<file path="src/rtl/mem_port_arbiter_if.sv">
// Bundle of the fetch, data and memory-side signals around mem_port_arbiter.
// The arbiter connects through the slave modport; the requesters/memory side use master.
interface mem_port_arbiter_if #(
  parameter int ADDR_WIDTH = 32,
  parameter int DATA_WIDTH = 32
);
  logic                  if_req;
  logic [ADDR_WIDTH-1:0] if_addr;
  logic [1:0]            if_access_size;
  logic                  if_gnt;
  logic                  if_rvalid;
  logic                  stall;

  logic                  dm_req;
  logic [ADDR_WIDTH-1:0] dm_addr;
  logic [1:0]            dm_access_size;
  logic                  dm_rw;
  logic [DATA_WIDTH-1:0] dm_wdata;
  logic                  dm_gnt;
  logic                  dm_wready;
  logic                  dm_rvalid;

  logic [DATA_WIDTH-1:0] rdata;
  logic [ADDR_WIDTH-1:0] mem_address;
  logic [DATA_WIDTH-1:0] mem_data_in;
  logic [1:0]            mem_access_size;
  logic                  mem_rw;
  logic                  mem_enable;
  logic                  mem_busy;
  logic [DATA_WIDTH-1:0] mem_data_out;

  modport slave (
    input  if_req, if_addr, if_access_size,
    output if_gnt, if_rvalid, stall,
    input  dm_req, dm_addr, dm_access_size, dm_rw, dm_wdata,
    output dm_gnt, dm_wready, dm_rvalid,
    output rdata, mem_address, mem_data_in, mem_access_size, mem_rw, mem_enable,
    input  mem_busy, mem_data_out
  );

  modport master (
    output if_req, if_addr, if_access_size,
    input  if_gnt, if_rvalid, stall,
    output dm_req, dm_addr, dm_access_size, dm_rw, dm_wdata,
    input  dm_gnt, dm_wready, dm_rvalid,
    input  rdata, mem_address, mem_data_in, mem_access_size, mem_rw, mem_enable,
    output mem_busy, mem_data_out
  );
endinterface

</file>
<file path="src/rtl/mem_port_arbiter.sv">
// Shares one single-port memory between instruction fetch and the data path,
// splitting bursts into word beats. Define MEM_ARB_ROUND_ROBIN_EN for round-robin arbitration.
module mem_port_arbiter #(
  parameter int ADDR_WIDTH = 32,
  parameter int DATA_WIDTH = 32
) (
  input  logic                clock,
  input  logic                reset_n,
  mem_port_arbiter_if.slave   bus
);

  localparam logic [1:0] IDLE    = 2'd0;
  localparam logic [1:0] IF_XFER = 2'd1;
  localparam logic [1:0] DM_XFER = 2'd2;
  localparam logic [1:0] RD_TAIL = 2'd3;

  logic [1:0]            state;
  logic [ADDR_WIDTH-1:0] cur_addr;
  logic [3:0]            beats_left;
  logic                  rw_q;
  logic                  if_gnt_q;
  logic                  dm_gnt_q;
  logic                  if_rvalid_q;
  logic                  dm_rvalid_q;
  logic [DATA_WIDTH-1:0] rdata_q;

  logic in_xfer;
  logic grant_if;
  logic grant_dm;

  function automatic logic [3:0] last_index(input logic [1:0] size);
    case (size)
      2'b00:   return 4'd0;
      2'b01:   return 4'd3;
      2'b10:   return 4'd7;
      default: return 4'd15;
    endcase
  endfunction

  assign in_xfer = (state == IF_XFER) || (state == DM_XFER);

`ifdef MEM_ARB_ROUND_ROBIN_EN
  // Set when data won the most recent grant, so fetch wins the next tie.
  logic fav_fetch;

  // NOTE: every output of a combinational block gets a default first, so no path leaves it unassigned and infers a latch.
  always_comb begin
    grant_if = 1'b0;
    grant_dm = 1'b0;
    if (bus.if_req && (!bus.dm_req || fav_fetch)) grant_if = 1'b1;
    else if (bus.dm_req)                          grant_dm = 1'b1;
  end

  always_ff @(posedge clock) begin
    if (!reset_n)                                   fav_fetch <= 1'b0;
    else if ((state == IDLE) && (grant_if || grant_dm)) fav_fetch <= grant_dm;
  end
`else
  assign grant_dm = bus.dm_req;
  assign grant_if = bus.if_req && !bus.dm_req;
`endif

  // NOTE: sequential state uses non-blocking assignments so every register samples pre-edge values.
  always_ff @(posedge clock) begin
    if (!reset_n) begin
      state       <= IDLE;
      cur_addr    <= '0;
      beats_left  <= '0;
      rw_q        <= 1'b1;
      if_gnt_q    <= 1'b0;
      dm_gnt_q    <= 1'b0;
      if_rvalid_q <= 1'b0;
      dm_rvalid_q <= 1'b0;
      rdata_q     <= '0;
    end else begin
      if_gnt_q    <= 1'b0;
      dm_gnt_q    <= 1'b0;
      if_rvalid_q <= (state == IF_XFER) && !bus.mem_busy;
      dm_rvalid_q <= (state == DM_XFER) && rw_q && !bus.mem_busy;
      if (in_xfer && rw_q && !bus.mem_busy) rdata_q <= bus.mem_data_out;

      case (state)
        IDLE: begin
          if (grant_dm) begin
            state      <= DM_XFER;
            cur_addr   <= bus.dm_addr & ~ADDR_WIDTH'(3);
            beats_left <= last_index(bus.dm_access_size);
            rw_q       <= bus.dm_rw;
            dm_gnt_q   <= 1'b1;
          end else if (grant_if) begin
            state      <= IF_XFER;
            cur_addr   <= bus.if_addr & ~ADDR_WIDTH'(3);
            beats_left <= last_index(bus.if_access_size);
            rw_q       <= 1'b1;
            if_gnt_q   <= 1'b1;
          end
        end
        IF_XFER, DM_XFER: begin
          if (!bus.mem_busy) begin
            if (beats_left == 4'd0) begin
              // Reads need one more cycle to present the final registered word.
              state <= rw_q ? RD_TAIL : IDLE;
            end else begin
              beats_left <= beats_left - 4'd1;
              cur_addr   <= cur_addr + ADDR_WIDTH'(4);
            end
          end
        end
        default: state <= IDLE;
      endcase
    end
  end

  assign bus.if_gnt          = if_gnt_q;
  assign bus.dm_gnt          = dm_gnt_q;
  assign bus.if_rvalid       = if_rvalid_q;
  assign bus.dm_rvalid       = dm_rvalid_q;
  assign bus.rdata           = rdata_q;
  assign bus.stall           = bus.if_req && (state != IF_XFER);
  assign bus.dm_wready       = (state == DM_XFER) && !rw_q && !bus.mem_busy;

  assign bus.mem_enable      = in_xfer;
  assign bus.mem_rw          = in_xfer ? rw_q : 1'b1;
  assign bus.mem_address     = in_xfer ? cur_addr : '0;
  assign bus.mem_data_in     = ((state == DM_XFER) && !rw_q) ? bus.dm_wdata : '0;
  assign bus.mem_access_size = 2'b00;

endmodule

</file>
<file path="src/flat_wrapper.sv">
// flat-port wrapper written by rule: the top's interface ports become plain ports
module mem_port_arbiter_flat 
#(
  parameter int ADDR_WIDTH = 32,
  parameter int DATA_WIDTH = 32
)
  (clock, reset_n, bus_if_req, bus_if_addr, bus_if_access_size, bus_if_gnt, bus_if_rvalid, bus_stall, bus_dm_req, bus_dm_addr, bus_dm_access_size, bus_dm_rw, bus_dm_wdata, bus_dm_gnt, bus_dm_wready, bus_dm_rvalid, bus_rdata, bus_mem_address, bus_mem_data_in, bus_mem_access_size, bus_mem_rw, bus_mem_enable, bus_mem_busy, bus_mem_data_out);
  mem_port_arbiter_if #(.ADDR_WIDTH(ADDR_WIDTH), .DATA_WIDTH(DATA_WIDTH)) bus_i ();
  input  logic clock;
  input  logic reset_n;
  input wire logic [$bits(bus_i.if_req)-1:0] bus_if_req;
  input wire logic [$bits(bus_i.if_addr)-1:0] bus_if_addr;
  input wire logic [$bits(bus_i.if_access_size)-1:0] bus_if_access_size;
  output wire logic [$bits(bus_i.if_gnt)-1:0] bus_if_gnt;
  output wire logic [$bits(bus_i.if_rvalid)-1:0] bus_if_rvalid;
  output wire logic [$bits(bus_i.stall)-1:0] bus_stall;
  input wire logic [$bits(bus_i.dm_req)-1:0] bus_dm_req;
  input wire logic [$bits(bus_i.dm_addr)-1:0] bus_dm_addr;
  input wire logic [$bits(bus_i.dm_access_size)-1:0] bus_dm_access_size;
  input wire logic [$bits(bus_i.dm_rw)-1:0] bus_dm_rw;
  input wire logic [$bits(bus_i.dm_wdata)-1:0] bus_dm_wdata;
  output wire logic [$bits(bus_i.dm_gnt)-1:0] bus_dm_gnt;
  output wire logic [$bits(bus_i.dm_wready)-1:0] bus_dm_wready;
  output wire logic [$bits(bus_i.dm_rvalid)-1:0] bus_dm_rvalid;
  output wire logic [$bits(bus_i.rdata)-1:0] bus_rdata;
  output wire logic [$bits(bus_i.mem_address)-1:0] bus_mem_address;
  output wire logic [$bits(bus_i.mem_data_in)-1:0] bus_mem_data_in;
  output wire logic [$bits(bus_i.mem_access_size)-1:0] bus_mem_access_size;
  output wire logic [$bits(bus_i.mem_rw)-1:0] bus_mem_rw;
  output wire logic [$bits(bus_i.mem_enable)-1:0] bus_mem_enable;
  input wire logic [$bits(bus_i.mem_busy)-1:0] bus_mem_busy;
  input wire logic [$bits(bus_i.mem_data_out)-1:0] bus_mem_data_out;
  assign bus_i.if_req = bus_if_req;
  assign bus_i.if_addr = bus_if_addr;
  assign bus_i.if_access_size = bus_if_access_size;
  assign bus_if_gnt = bus_i.if_gnt;
  assign bus_if_rvalid = bus_i.if_rvalid;
  assign bus_stall = bus_i.stall;
  assign bus_i.dm_req = bus_dm_req;
  assign bus_i.dm_addr = bus_dm_addr;
  assign bus_i.dm_access_size = bus_dm_access_size;
  assign bus_i.dm_rw = bus_dm_rw;
  assign bus_i.dm_wdata = bus_dm_wdata;
  assign bus_dm_gnt = bus_i.dm_gnt;
  assign bus_dm_wready = bus_i.dm_wready;
  assign bus_dm_rvalid = bus_i.dm_rvalid;
  assign bus_rdata = bus_i.rdata;
  assign bus_mem_address = bus_i.mem_address;
  assign bus_mem_data_in = bus_i.mem_data_in;
  assign bus_mem_access_size = bus_i.mem_access_size;
  assign bus_mem_rw = bus_i.mem_rw;
  assign bus_mem_enable = bus_i.mem_enable;
  assign bus_i.mem_busy = bus_mem_busy;
  assign bus_i.mem_data_out = bus_mem_data_out;
  mem_port_arbiter #(.ADDR_WIDTH(ADDR_WIDTH), .DATA_WIDTH(DATA_WIDTH)) u_core (.clock(clock), .reset_n(reset_n), .bus(bus_i));
endmodule
</file>
<file path="config.mk">
export PLATFORM = sky130hd
export DESIGN_NAME = mem_port_arbiter_flat
export DESIGN_NICKNAME = d
export VERILOG_FILES = /design/src/rtl/mem_port_arbiter_if.sv /design/src/rtl/mem_port_arbiter.sv /design/src/flat_wrapper.sv
export SDC_FILE = /design/constraint.sdc
export NUM_CORES = 1
export LEC_CHECK = 0
export BUFFER_PORTS_ARGS = -buffer_cell sky130_fd_sc_hd__buf_2
export CELL_PAD_IN_SITES_DETAIL_PLACEMENT = 0
export CELL_PAD_IN_SITES_GLOBAL_PLACEMENT = 1
export CORE_UTILIZATION = 28
export CTS_CLUSTER_SIZE = 8
export DETAILED_ROUTE_END_ITERATION = 12
export PLACE_DENSITY = 0.87
export SLEW_MARGIN = 20
export SYNTH_ARGS = -nofsm -noshare
export SYNTH_HDL_FRONTEND = slang
export SYNTH_SLANG_ARGS = --single-unit
</file>
<file path="constraint.sdc">
create_clock -name clock -period 2.4 [get_ports clock]
set_clock_uncertainty 0.2 [all_clocks]
set_input_delay 0.48 -clock clock [delete_from_list [all_inputs] [get_ports clock]]
set_output_delay 0.48 -clock clock [all_outputs]
set_load 0.02 [all_outputs]
</file>
==> impl_metrics.toml <==
[timing]
tightest_slew_ns = 0.6759
maxSlewHeadroom = 0.5494
hold_viol = 0
max_clock_freq_mhz = 429.0
setup_slack_ns = 0.06906
fin_crit_sh = 0.9712
rsz0062_at_grt = "yes"
post-route-min-period_ns = 2.331
final_max_slew_viol_count = 0
setup_violations = 0

[clock_network]
cts_hold_buf = 0
cts_buffers = 9
clkLatencyLatePin_ns = 0.35
cts.clk_slew.worst_paths_ns = 0.07
root_buffer = "clkbuf_16"
h-tree-depth = 3
cts.sinks = 73
cts_tree = "built"
clk_path_buf_depth = 2

[setup_path]
critPathLaunchType = "flip-flop"
cp_max_fo = 10
end_kind = "flip-flop"
cp_common_cell = "or4_1"
cp_cell_sequence = "inv_1, ha_4, nand2b_1, or4_1, buf_4, or4_1, o211ai_1"
slowest_stage = "or4_1"
timing.rr.start = "u_core.state[1]$_SDFFE_PN0P_"
cp.arrival_ns = 2.40
slowest_delay_ns = 0.48
crit_type = "reg2reg"
worstSetupStartpoint = "u_core.state[1]$_SDFFE_PN0P_"
crit_required_ns = 2.47

[route]
viasPerCell = 4.840
remaining_drc_errors = 0
wl_per_cell_um = 14.68
first_pass_iters = 4
drt-initial-drc-count = 315
ant_nets = 0
vias = 5000
routed_wirelength_um = 15160

[die]
io_pins = 244
initial_core_util = 0.2890
die_area_mm2 = 0.01625
die_x_um = 127.5
core_mm2 = 0.01526
rows = 45
dieHeight_um = 127.5

[power_and_ir_drop]
leakagePower_nw = 2.959
vdd_ir_drop_max_mv = 0.4859
powerDensity_mw_per_mm2 = 1226
finalPower_mw = 7.770

[synthesis]
ys.warnings.count = 0
postSynthCellCount = 585
yosys.area.top_type = "dfxtp_1"
synth_seq_area_share = 0.3314
synth_ff_type = "dfxtp_1"
async_reset_ff_frac = 0
synth-edff-count = 0
ys_types = 60
yosys-top-cells-area = "dfxtp_1 33%, and2_1 8.1%, nand2_1 7.7%"
syn_area_mm2 = 0.004409
ys_ff_latch = 73
yosysTopAreaCellShare = 0.3314
avgSynthCellArea_um2 = 7.537

[outcome]
status = "finished, final reports clean"

[finish]
syn_to_final_growth_pct = 43.70
nets = 961
drive_above_1_share = 0.4027
fin_util = 0.4153
instances_no_fill = 1033
final_cell_area_mm2 = 0.006336
diodes = 0

[global_route]
grt_pass1_wl_um = 23100
first_global_vias = 4602
grt_max_degree = 59
antenna_found_initial = 0
gr-total-overflow = 0
track_usage = 0.1831

[place]
numPortBuffers = 235
gp_congestion = 0.8166
dp_hpwl_um = 11230
placed_cells = 1013
placed_cell_area_mm2 = 0.005927
pre_cts_ws_ns = 0.06223

[flow_run]
max_cap_violations = 0

[worst_hold_path]
hold_start = "bus_mem_data_out[28]"
worst_hold_path_type = "in2reg"
-- state kept, by name (all words and copies together) (netlist names) --
| signal | count |
|---|---|
| u_core.rw_q | 1 |
| u_core.bus.if_gnt | 1 |
| u_core.cur_addr | 30 |
| u_core.bus.if_rvalid | 1 |
| u_core.bus.dm_rvalid | 1 |
| u_core.bus.dm_gnt | 1 |
| u_core.bus.rdata | 32 |
| u_core.state | 2 |
| u_core.beats_left | 4 |
-- metal layers --
| metal | track usage | vias to the layer above | wire length [um] |
|---|---|---|---|
| met5 | 0 | - | 0 |
| met4 | 0.05392 | 0 | 131 |
| met3 | 0.04774 | 8 | 891 |
| met2 | 0.3372 | 193 | 8009 |
| met1 | 0.2055 | 2289 | 6131 |
| li1 | - | 2510 | - |
-- repair_timing --
| item | CTS | global route |
|---|---|---|
| gates cloned | 0 | 1 |
| endpoints found under the setup margin | 35 | 54 |
| pin swaps | 0 | 1 |
| resized for setup | 8 | 8 |
| buffers inserted | 0 | 3 |
-- metrics by stage --
step                      setup TNS, ns  hold WS [ns]
final                                 0        0.1636
after global placement                0        0.2390
after global routing            -0.1008        0.1571
after CTS                      -0.07762        0.1508
after floorplan                       0        0.2484
after detailed placement              0        0.2448
-- worst paths after layout --
check	slack [ns]	to	cells after the start
min reg2reg	0.25	u_core.bus.rdata[27]$_SDFFE_PN0P_	2
max reg2reg	0.07	u_core.cur_addr[21]$_SDFFE_PN0P_	7
min	0.16	u_core.bus.rdata[28]$_SDFFE_PN0P_	3
max	0.07	u_core.cur_addr[21]$_SDFFE_PN0P_	7
-- layout by cell type (no fill, tap or decap), drive strengths merged, types with 2 or more instances in the layout --
cell	count
conb	4
o211ai	8
mux2i	27
a21o	2
nand3	27
buf	265
nor3	17
inv	16
nor2	31
and3	3
nand2	92
o22ai	8
and2	58
ha	6
nand3b	2
nor4	2
dfxtp	73
mux2	3
a211oi	6
nand2b	9
a22oi	5
a21oi	62
nor2b	9
nand4	10
o22a	2
or4	4
or2	2
o221a	3
clkbuf	12
o21ai	17
a41oi	2
o311ai	5
a31oi	7
nor3b	3
or3	2
-- Yosys cell counts, types with 3 or more instances --
cell type,count
a211oi_1,6
a21oi_1,62
a22oi_1,5
a31oi_1,7
and2_1,57
and3_1,3
buf_2,15
buf_4,4
clkbuf_1,28
dfxtp_1,73
ha_1,6
inv_1,12
mux2_2,3
mux2i_1,27
nand2_1,91
nand2b_1,9
nand3_1,24
nand3_2,3
nand4_1,10
nor2_1,30
nor2b_1,9
nor3_1,17
nor3b_1,3
o211ai_1,8
o21ai_0,15
o221a_2,3
o22ai_1,8
o311ai_1,5
or4_1,4
-- worst max-delay path, delay by kind of cell (launching register included) --
family / cells / cell delay (ns)
AOI/OAI and AO/OA: 1 / 0.10
adders and majority gates: 1 / 0.34
buffers and inverters: 2 / 0.27
DFF: 1 / 0.33
and+or+nand+nor: 3 / 1.01
-- cells by family (layout without fill, tap and decap cells) --
family,Yosys count,count (layout),synth area share
compound gates,140,140,0.1981
fa+ha+maj,6,6,0.01703
buf+inv,62,296,0.06498
flops,73,73,0.3314
mux,30,30,0.06896
other cells,1,4,0.0008505
simple gates,273,273,0.3187
-- power breakdown --
group	switching, mW	internal, mW
clock network	0.592	0.825
logic	2.58	1.84
registers	0.339	1.59
-- layout make-up --
cell class | count | area (um2)
repair buffers | 268 | 1509
inverters | 12 | 45.04
clock buffers | 9 | 225.2
clock inverters | 7 | 83.83
well taps | 211 | 264.0
multi-input cells | 453 | 2748
fillers | 1613 | 8922
flip-flops and latches | 73 | 1461
(Power assumes the default switching activity.)
